[config.mk]
export PLATFORM = sky130hd
export DESIGN_NAME = bob
export DESIGN_NICKNAME = d
export VERILOG_FILES = /design/src/rtl/bob_pkg.sv /design/src/rtl/bob_ram.sv /design/src/rtl/bob.sv
export SDC_FILE = /design/constraint.sdc
export NUM_CORES = 1
export LEC_CHECK = 0
export BUFFER_PORTS_ARGS = -buffer_cell sky130_fd_sc_hd__buf_2
export CAP_MARGIN = 25
export CORE_UTILIZATION = 40
export DETAILED_ROUTE_END_ITERATION = 10
export GPL_TIMING_DRIVEN = 0
export PLACE_DENSITY = 0.58
export SLEW_MARGIN = 10
export SYNTH_ARGS = -nofsm -noshare
export SYNTH_HDL_FRONTEND = slang
export SYNTH_SLANG_ARGS = --single-unit
[constraint.sdc]
create_clock -name clock -period 11.6 [get_ports clock]
set_input_delay 1.16 -clock clock [delete_from_list [all_inputs] [get_ports clock]]
set_output_delay 1.16 -clock clock [all_outputs]
set_load 0.01 [all_outputs]
[src/rtl/bob_pkg.sv]
// bob_pkg: shared predictor widths and the branch outcome buffer entry layout
package bob_pkg;
  localparam int PC_W = 64;
  localparam int BHR_W = 12;
  localparam int LH_W = 10;
  localparam int BOB_DEPTH = 16;
  localparam int BOB_TAG_W = $clog2(BOB_DEPTH);
  typedef struct packed {
    logic [PC_W-1:0] pc;
    logic [BHR_W-1:0] bhr;
    logic [LH_W-1:0] lochist;
    logic pred;
    logic ch_we;
    logic ch_ud;
  } bob_entry_t;
endpackage

[src/rtl/bob_ram.sv]
// bob_ram: entry storage, one write port and one combinational read port
module bob_ram
  import bob_pkg::*;
#(
  parameter int DEPTH = BOB_DEPTH,
  parameter int AW = BOB_TAG_W
) (
  input  logic          clk_i,
  input  logic          we_i,
  input  logic [AW-1:0] waddr_i,
  input  bob_entry_t    wdata_i,
  input  logic [AW-1:0] raddr_i,
  output bob_entry_t    rdata_o
);
  bob_entry_t mem_q [DEPTH];
  // write the newly allocated entry; contents need no reset
  always_ff @(posedge clk_i)
    if (we_i) mem_q[waddr_i] <= wdata_i;
  assign rdata_o = mem_q[raddr_i];
endmodule

[src/rtl/bob.sv]
// bob: branch outcome buffer replaying fetch-time predictor state at retirement
module bob
  import bob_pkg::*;
#(
  parameter int DEPTH = BOB_DEPTH,
  parameter int TAG_W = BOB_TAG_W
) (
  input  logic             clock,
  input  logic             reset,
  input  logic             alloc_valid_i,
  input  logic [PC_W-1:0]  alloc_pc_i,
  input  logic [BHR_W-1:0] alloc_bhr_i,
  input  logic [LH_W-1:0]  alloc_lochist_i,
  input  logic             alloc_pred_i,
  input  logic             alloc_ch_we_i,
  input  logic             alloc_ch_ud_i,
  output logic             alloc_ready_o,
  output logic [TAG_W-1:0] alloc_tag_o,
  input  logic             retire_valid_i,
  input  logic             retire_brdir_i,
  input  logic             flush_i,
  output logic [PC_W-1:0]  bob_pc_r_o,
  output logic [BHR_W-1:0] bob_bhr_r_o,
  output logic [LH_W-1:0]  bob_lochist_o,
  output logic             bob_valid_r_o,
  output logic             bpd_rt_we_o,
  output logic             bpd_rt_update_o,
  output logic             bpd_rt_brdir_o,
  output logic             bpd_ch_we_o,
  output logic             bpd_ch_brdir_o,
  output logic             mispredict_o,
  output logic [TAG_W:0]   count_o,
  output logic             underflow_o
);
  localparam logic [TAG_W:0] FULL = (TAG_W + 1)'(DEPTH);
  logic [TAG_W-1:0] head_q, head_d, tail_q, tail_d;
  logic [TAG_W:0] count_q, count_d;
  logic alloc_ok, ret_ok, mis, clr, wr_en, valid_q, mis_q, under_q;
  bob_entry_t wr_e, rd_e;
  logic [PC_W-1:0] pc_q;
  logic [BHR_W-1:0] bhr_q;
  logic [LH_W-1:0] lh_q;
  logic brdir_q, ch_we_q, ch_ud_q;
  assign wr_e = '{pc: alloc_pc_i, bhr: alloc_bhr_i, lochist: alloc_lochist_i,
                  pred: alloc_pred_i, ch_we: alloc_ch_we_i, ch_ud: alloc_ch_ud_i};
  assign alloc_ready_o = count_q != FULL;
  assign alloc_tag_o = tail_q;
  assign count_o = count_q;
  // a wrong-path retire or a flush squashes everything younger, including a same-cycle alloc
  always_comb begin
    alloc_ok = alloc_valid_i && (count_q != FULL);
    ret_ok = retire_valid_i && (count_q != '0);
    mis = ret_ok && (rd_e.pred ^ retire_brdir_i);
    clr = flush_i || mis;
    wr_en = alloc_ok && !clr;
    head_d = clr ? '0 : head_q + TAG_W'(ret_ok);
    tail_d = clr ? '0 : tail_q + TAG_W'(alloc_ok);
    count_d = clr ? '0 : count_q + (TAG_W + 1)'(alloc_ok) - (TAG_W + 1)'(ret_ok);
  end
  // pointer and occupancy state
  always_ff @(posedge clock or posedge reset)
    if (reset) begin
      head_q <= '0;
      tail_q <= '0;
      count_q <= '0;
    end else begin
      head_q <= head_d;
      tail_q <= tail_d;
      count_q <= count_d;
    end
  // retire outputs: strobes pulse for one cycle, data fields hold until the next retire
  always_ff @(posedge clock or posedge reset)
    if (reset) begin
      valid_q <= 1'b0;
      mis_q <= 1'b0;
      under_q <= 1'b0;
      pc_q <= '0;
      bhr_q <= '0;
      lh_q <= '0;
      brdir_q <= 1'b0;
      ch_we_q <= 1'b0;
      ch_ud_q <= 1'b0;
    end else begin
      valid_q <= ret_ok;
      mis_q <= mis;
      under_q <= under_q || (retire_valid_i && count_q == '0);
      if (ret_ok) begin
        pc_q <= rd_e.pc;
        bhr_q <= rd_e.bhr;
        lh_q <= rd_e.lochist;
        brdir_q <= retire_brdir_i;
        ch_we_q <= rd_e.ch_we;
        ch_ud_q <= rd_e.ch_ud;
      end
    end
  assign bob_valid_r_o = valid_q;
  assign bpd_rt_we_o = valid_q;
  assign bpd_rt_update_o = valid_q;
  assign mispredict_o = mis_q;
  assign underflow_o = under_q;
  assign bob_pc_r_o = pc_q;
  assign bob_bhr_r_o = bhr_q;
  assign bob_lochist_o = lh_q;
  assign bpd_rt_brdir_o = brdir_q;
  assign bpd_ch_we_o = ch_we_q;
  assign bpd_ch_brdir_o = ch_ud_q;
  bob_ram #(.DEPTH(DEPTH), .AW(TAG_W)) u_ram (
    .clk_i(clock),
    .we_i(wr_en),
    .waddr_i(tail_q),
    .wdata_i(wr_e),
    .raddr_i(head_q),
    .rdata_o(rd_e)
  );
endmodule

# Word level (Yosys, flattened, before mapping)
# Memory sizes are Yosys's and may differ from the RTL's.
# Index checks and enable logic that the tools add are counted.
# totals
regBits,105
ram_bits,1424
input_bits,95
output_inout_bits,104
wordCells,34
mem_count,1
# classes
n_addsub,4
eq_ne,1
muxes,5
n_bitwise,1
n_reduce_logical,10
# memory_table
name,depth,word_bits,rd,rd_clocked_by_memory_dff,wr,line_no,source
u_ram.mem_q,16,89,1,0,1,bob_ram.sv:15,bob_entry_t mem_q [DEPTH];
# ops
operator,n
$add 4x1->4,2
$mux 4,2
$add 5x1->5,1
$logic_and 1x1->1,5
$logic_not 5->1,1
$mux 5,1
$ne 5x5->1 const B,1
$reduce_bool 5->1,1
$sub 5x1->5,1
$logic_or 1x1->1,2
$mux 1,2
$logic_not 1->1,1
$xor 1x1->1,1

# Logic depth before layout (Yosys ltp)
# logic_depth
ltp_word,8
mapped_depth,16
mapped_depth_nobuf,15

# By module
# A second synthesis with hierarchy kept.
# hier_totals
hier_cells,2651
hier_area_um2,57476.4
# by_module_without_submodules
mod,n_inst,cells_each,area_each_um2,seq_area_each_um2
bob_ram,1,2193,53222.3,42761.0
bob,1,458,4254.1,2627.5

# Least setup slack after synthesis
# Ideal clock, no wire load.
# synth_path
kind,input -> register
from,input port retire_valid_i
to,memory u_ram.mem_q[0][0] in the netlist's numbering (enable)
setup_time_ns,0.755
arrival_time_ns,10.296
t_required_ns,10.845
slack_ns,0.549
cell_stages,8
path_buffers,3
cell_sequence,nand2b_1 -> buf_4 -> inv_2 -> nand2b_2 -> buf_6 -> o22ai_2 -> buf_4 -> nor4_1
# synth_between
elab_chain_len,7
# synth_rtl
item,line_no,source
from (decl),bob.sv:19,"input logic retire_valid_i,"
$logic_and 1x1->1,bob.sv:52,ret_ok = retire_valid_i && (count_q != '0);
net ret_ok,bob.sv:38,"logic alloc_ok, ret_ok, mis, clr, wr_en, valid_q, mis_q, under_q;"
$logic_and 1x1->1,bob.sv:53,mis = ret_ok && (rd_e.pred ^ retire_brdir_i);
$logic_or 1x1->1,bob.sv:54,clr = flush_i || mis;
$logic_not 1->1,bob.sv:55,wr_en = alloc_ok && !clr;
$logic_and 1x1->1,bob.sv:55,
$mux 1,bob_ram.sv:18,if (we_i) mem_q[waddr_i] <= wdata_i;
$mux 1 (implied by the code),bob_ram.sv:18,
to (decl),bob_ram.sv:15,
# The timed path passes the listed nets, and every way through them passes these cells.

# Worst setup path after layout
# layout_path
from,"register count_q[2], in the netlist count_o[2]"
to,memory u_ram.mem_q[10][37] in the netlist's numbering (enable)
# layout_between
elab_chain_len,8
elab_cells_between_ends,10
cone_classes,eq/ne: 1; mux: 2; reduce/logical: 7
# layout_rtl
item,line_no,source
from (decl),bob.sv:37,"logic [TAG_W:0] count_q, count_d;"
from (signal assigned),bob.sv:69,count_q <= count_d;
$reduce_bool 5->1,bob.sv:52,
$logic_and 1x1->1,bob.sv:52,
net ret_ok,bob.sv:38,
$logic_and 1x1->1,bob.sv:53,
$logic_or 1x1->1,bob.sv:54,
$logic_not 1->1,bob.sv:55,
$logic_and 1x1->1,bob.sv:55,
$mux 1,bob_ram.sv:18,
$mux 1 (implied by the code),bob_ram.sv:18,
# The timed path passes the listed nets, and every way through them passes these cells.

==> metrics.txt <==
Worst R2R Start=count_o[2]; Slew headroom=0.2602; r2r worst-path depth=14; die width=382.1 microns; post-CTS setup buffers=0; clk slew on worst S/H paths=0.06 ns; crit path capture type=flip-flop; CTS Root Cell=clkbuf_16; setup TNS=0 ns; hold buffer count at CTS=0; HPWL Detailed=101100 microns; layout cells sized above 1=0.3670; final setup fails=0; row count=139; Worst Setup SP=count_o[2]; skew final=0.02288 ns; GRT Total Usage=0.2020; TritonCTS buffer count=155; multi-input logic area=0.01173 sq mm; TritonCTS clock tree=yes; CTS Sinks=1529; synthesized area=0.05780 sq mm; Mapped Nets=2580; DRC viols=0; post-synthesis adder-cell area fraction=0.002511; post-route insts no fill=5173; initial DRC count=2719; RD Place Congestion=0.7387; crit path capture=u_ram.mem_q[10][37]; Post-Route WL=146600 microns; IO Count=199; status=complete, no violations; Worst Path Required=12.06 ns; drt first pass iters=7; hold_ws=0.3956 ns; Antenna Violating Nets Remaining=0; PwrDens=209.2 mW/mm^2; Fin. Hold Viols=0; Simple-Gate Fraction of Synth Area=0.005650; xor and xnor area share after synthesis=0.001515; Synth Warn #=0; number of port buffers=197; Layout Nets=3236; minimum clock period after layout=5.030 ns; syn avg cell area=23.36 sq um; leakage=22.96 nW; RSZ-0062 raised after global routing=no; pin count of the biggest net entering global routing=67; Final period util=0.4336; Routed WL per cell=28.35 microns; max_cap viols=0; fmax=198.8 MHz; via/cell ratio=5.436; Synth Area in Compound Gates=0.02174; Layout Utilization=0.4804; worst-path maximum fanout=10; CP startpoint kind=flip-flop; FF+latch count, synth=1529; r2r endpoint=u_ram.mem_q[10][37]; main combinational cell family by area after synthesis=multiplexers; first-pass GRT wire length=210400 microns; CP arrival=5.49 ns; CTS-repair resized insts=0; via count=28120; Hold Path Class=primary input to asynchronous set/reset pin; CTS max path bufs=3; Yosys cell types=35; Register Area=0.04539 sq mm; Core Box Area=0.1435 sq mm; H-Tree Depth=4; Die H=382.1 microns; GRT Residual Overflow=0; worst vdd ir=0.1373 mV; Initial Utilization=0.4028; die footprint=0.1460 sq mm; post-synthesis mux area share=0.1698; placed insts=4874; antenna violations before repair=26; latest clock arrival within the worst-skew pair=0.78 ns; synthesis-to-finish area growth=19.25%; vias in the first global route=29590; reg2reg setup slack=6.57 ns; max-slew violation count=0; Seq/Total Area, Yosys=0.7853; measured slew at the worst slew-check pin=1.110 ns; CP Class=flip-flop to flip-flop; Fillers=11600; Post-Syn Instances=2474
-- cells in the final DEF, fill, tap and decap left out, types with 19 or more instances in the layout --
master,n
clkinv_2,19
o22ai_1,88
buf_2,306
buf_6,28
mux2i_1,184
dfrtp_1,105
buf_4,243
edfxtp_1,1424
a21o_1,90
clkbuf_1,74
clkbuf_16,163
mux4_2,354
-- power breakdown --
part / switching [mW] / internal [mW] / total [mW]
Clock: 2.07 / 3.03 / 5.11
Combinational: 1.53 / 1.35 / 2.89
Sequential: 0.135 / 6.29 / 6.43
Total: 3.74 / 10.7 / 14.4
-- per-stage QoR --
| stage | power (mW) | setup slack [ns] | area (sq um) |
|---|---|---|---|
| 6_report | 14.42 | 6.570 | 68920 |
| 5_1_grt | 14.95 | 6.512 | 68910 |
| 4_1_cts | 14.58 | 6.640 | 68880 |
| 3_5_place_dp | 9.492 | 6.672 | 63650 |
| 3_3_place_gp | 9.457 | -12.22 | 61160 |
| 2_1_floorplan | 8.466 | 0.5490 | 57800 |
-- sequential cells by signal, summed over array words and instances, names as in the netlist --
signal / cells
bob_bhr_r_o: 12
bpd_ch_we_o: 1
underflow_o: 1
bob_lochist_o: 10
bpd_rt_brdir_o: 1
bob_pc_r_o: 64
u_ram.mem_q: 1424
alloc_tag_o: 4
bob_valid_r_o: 1
mispredict_o: 1
head_q: 4
count_o: 5
bpd_ch_brdir_o: 1
-- worst max-delay path, stage by stage, from the launching register on --
cell      delay (ns)
dfrtp_1         0.50
inv_1           0.14
ha_1            0.33
nor4b_2         0.27
nand2b_1        0.14
buf_4           0.42
inv_2           0.26
nand2_4         0.30
o22ai_2         0.15
buf_4           0.21
nor4_2          0.91
buf_2           0.39
buf_4           0.20
buf_4           0.18
buf_2           0.25
-- synth_stat cells --
library cell / count / area share
buf_1: 13 / 0.00084
inv_1: 10 / 0.00065
ha_1: 10 / 0.0022
buf_4: 13 / 0.0017
nand2_4: 1 / 0.00019
nor2b_1: 1 / 0.00011
o22ai_1: 88 / 0.0095
buf_2: 66 / 0.0057
clkbuf_1: 33 / 0.0021
inv_2: 1 / 0.000065
nand2_1: 9 / 0.00058
o22ai_2: 1 / 0.00022
mux2i_1: 184 / 0.032
nor4b_2: 1 / 0.00026
nand2b_1: 2 / 0.00022
nor2_1: 5 / 0.00032
nand3b_1: 1 / 0.00013
nor3b_1: 5 / 0.00065
xor2_1: 5 / 0.00076
or3_1: 1 / 0.00011
nand2b_2: 1 / 0.00015
nor3_1: 8 / 0.00069
mux4_2: 354 / 0.14
nand3_1: 4 / 0.00035
nor4_1: 14 / 0.0015
or2_2: 1 / 0.00011
fa_1: 1 / 0.00035
o21bai_1: 1 / 0.00013
or4_1: 2 / 0.00026
edfxtp_1: 1424 / 0.74
buf_6: 12 / 0.0023
xnor2_1: 5 / 0.00076
dfrtp_1: 105 / 0.045
a21oi_1: 2 / 0.00017
a21o_1: 90 / 0.012
-- layer usage --
layer,global-route usage,vias to the layer above,part of all wire,wire [microns]
met5,0,-,0.00038,55
met4,0.04852,10,0.018,2687
met3,0.04348,206,0.070,10210
met2,0.3406,1047,0.50,73870
met1,0.2672,15020,0.41,59810
li1,-,11840,-,-
-- worst min path at each step --
stage,from,to,slack (ns),cells after the start
after floorplan,underflow_o,underflow_o,0.49,1
after global placement,underflow_o,underflow_o,0.44,1
after detailed placement,underflow_o,underflow_o,0.45,1
after CTS,reset,underflow_o,0.37,2
after global routing,reset,bob_bhr_r_o[7],0.40,2
final,reset,bob_pc_r_o[3],0.40,2
-- cell families after synthesis --
family | Yosys count
DFF | 1529
muxes | 538
AOI/OAI and AO/OA | 182
buffers and inverters | 148
and+or+nand+nor | 56
adders and majority gates | 11
xor gates and xnor gates | 10
-- cell type report --
cell class                 instances  area share
clock buffer                     212     0.06301
multi-input combinational        797      0.1702
sequential                      1529      0.6585
buffer                           137     0.01067
antenna                            8   0.0002905
clock inverter                    77     0.01289
timing repair buffer             499     0.04916
inverter                          11   0.0006717
tap                             1903     0.03455
Note: power is estimated with default switching activity, not from simulation.
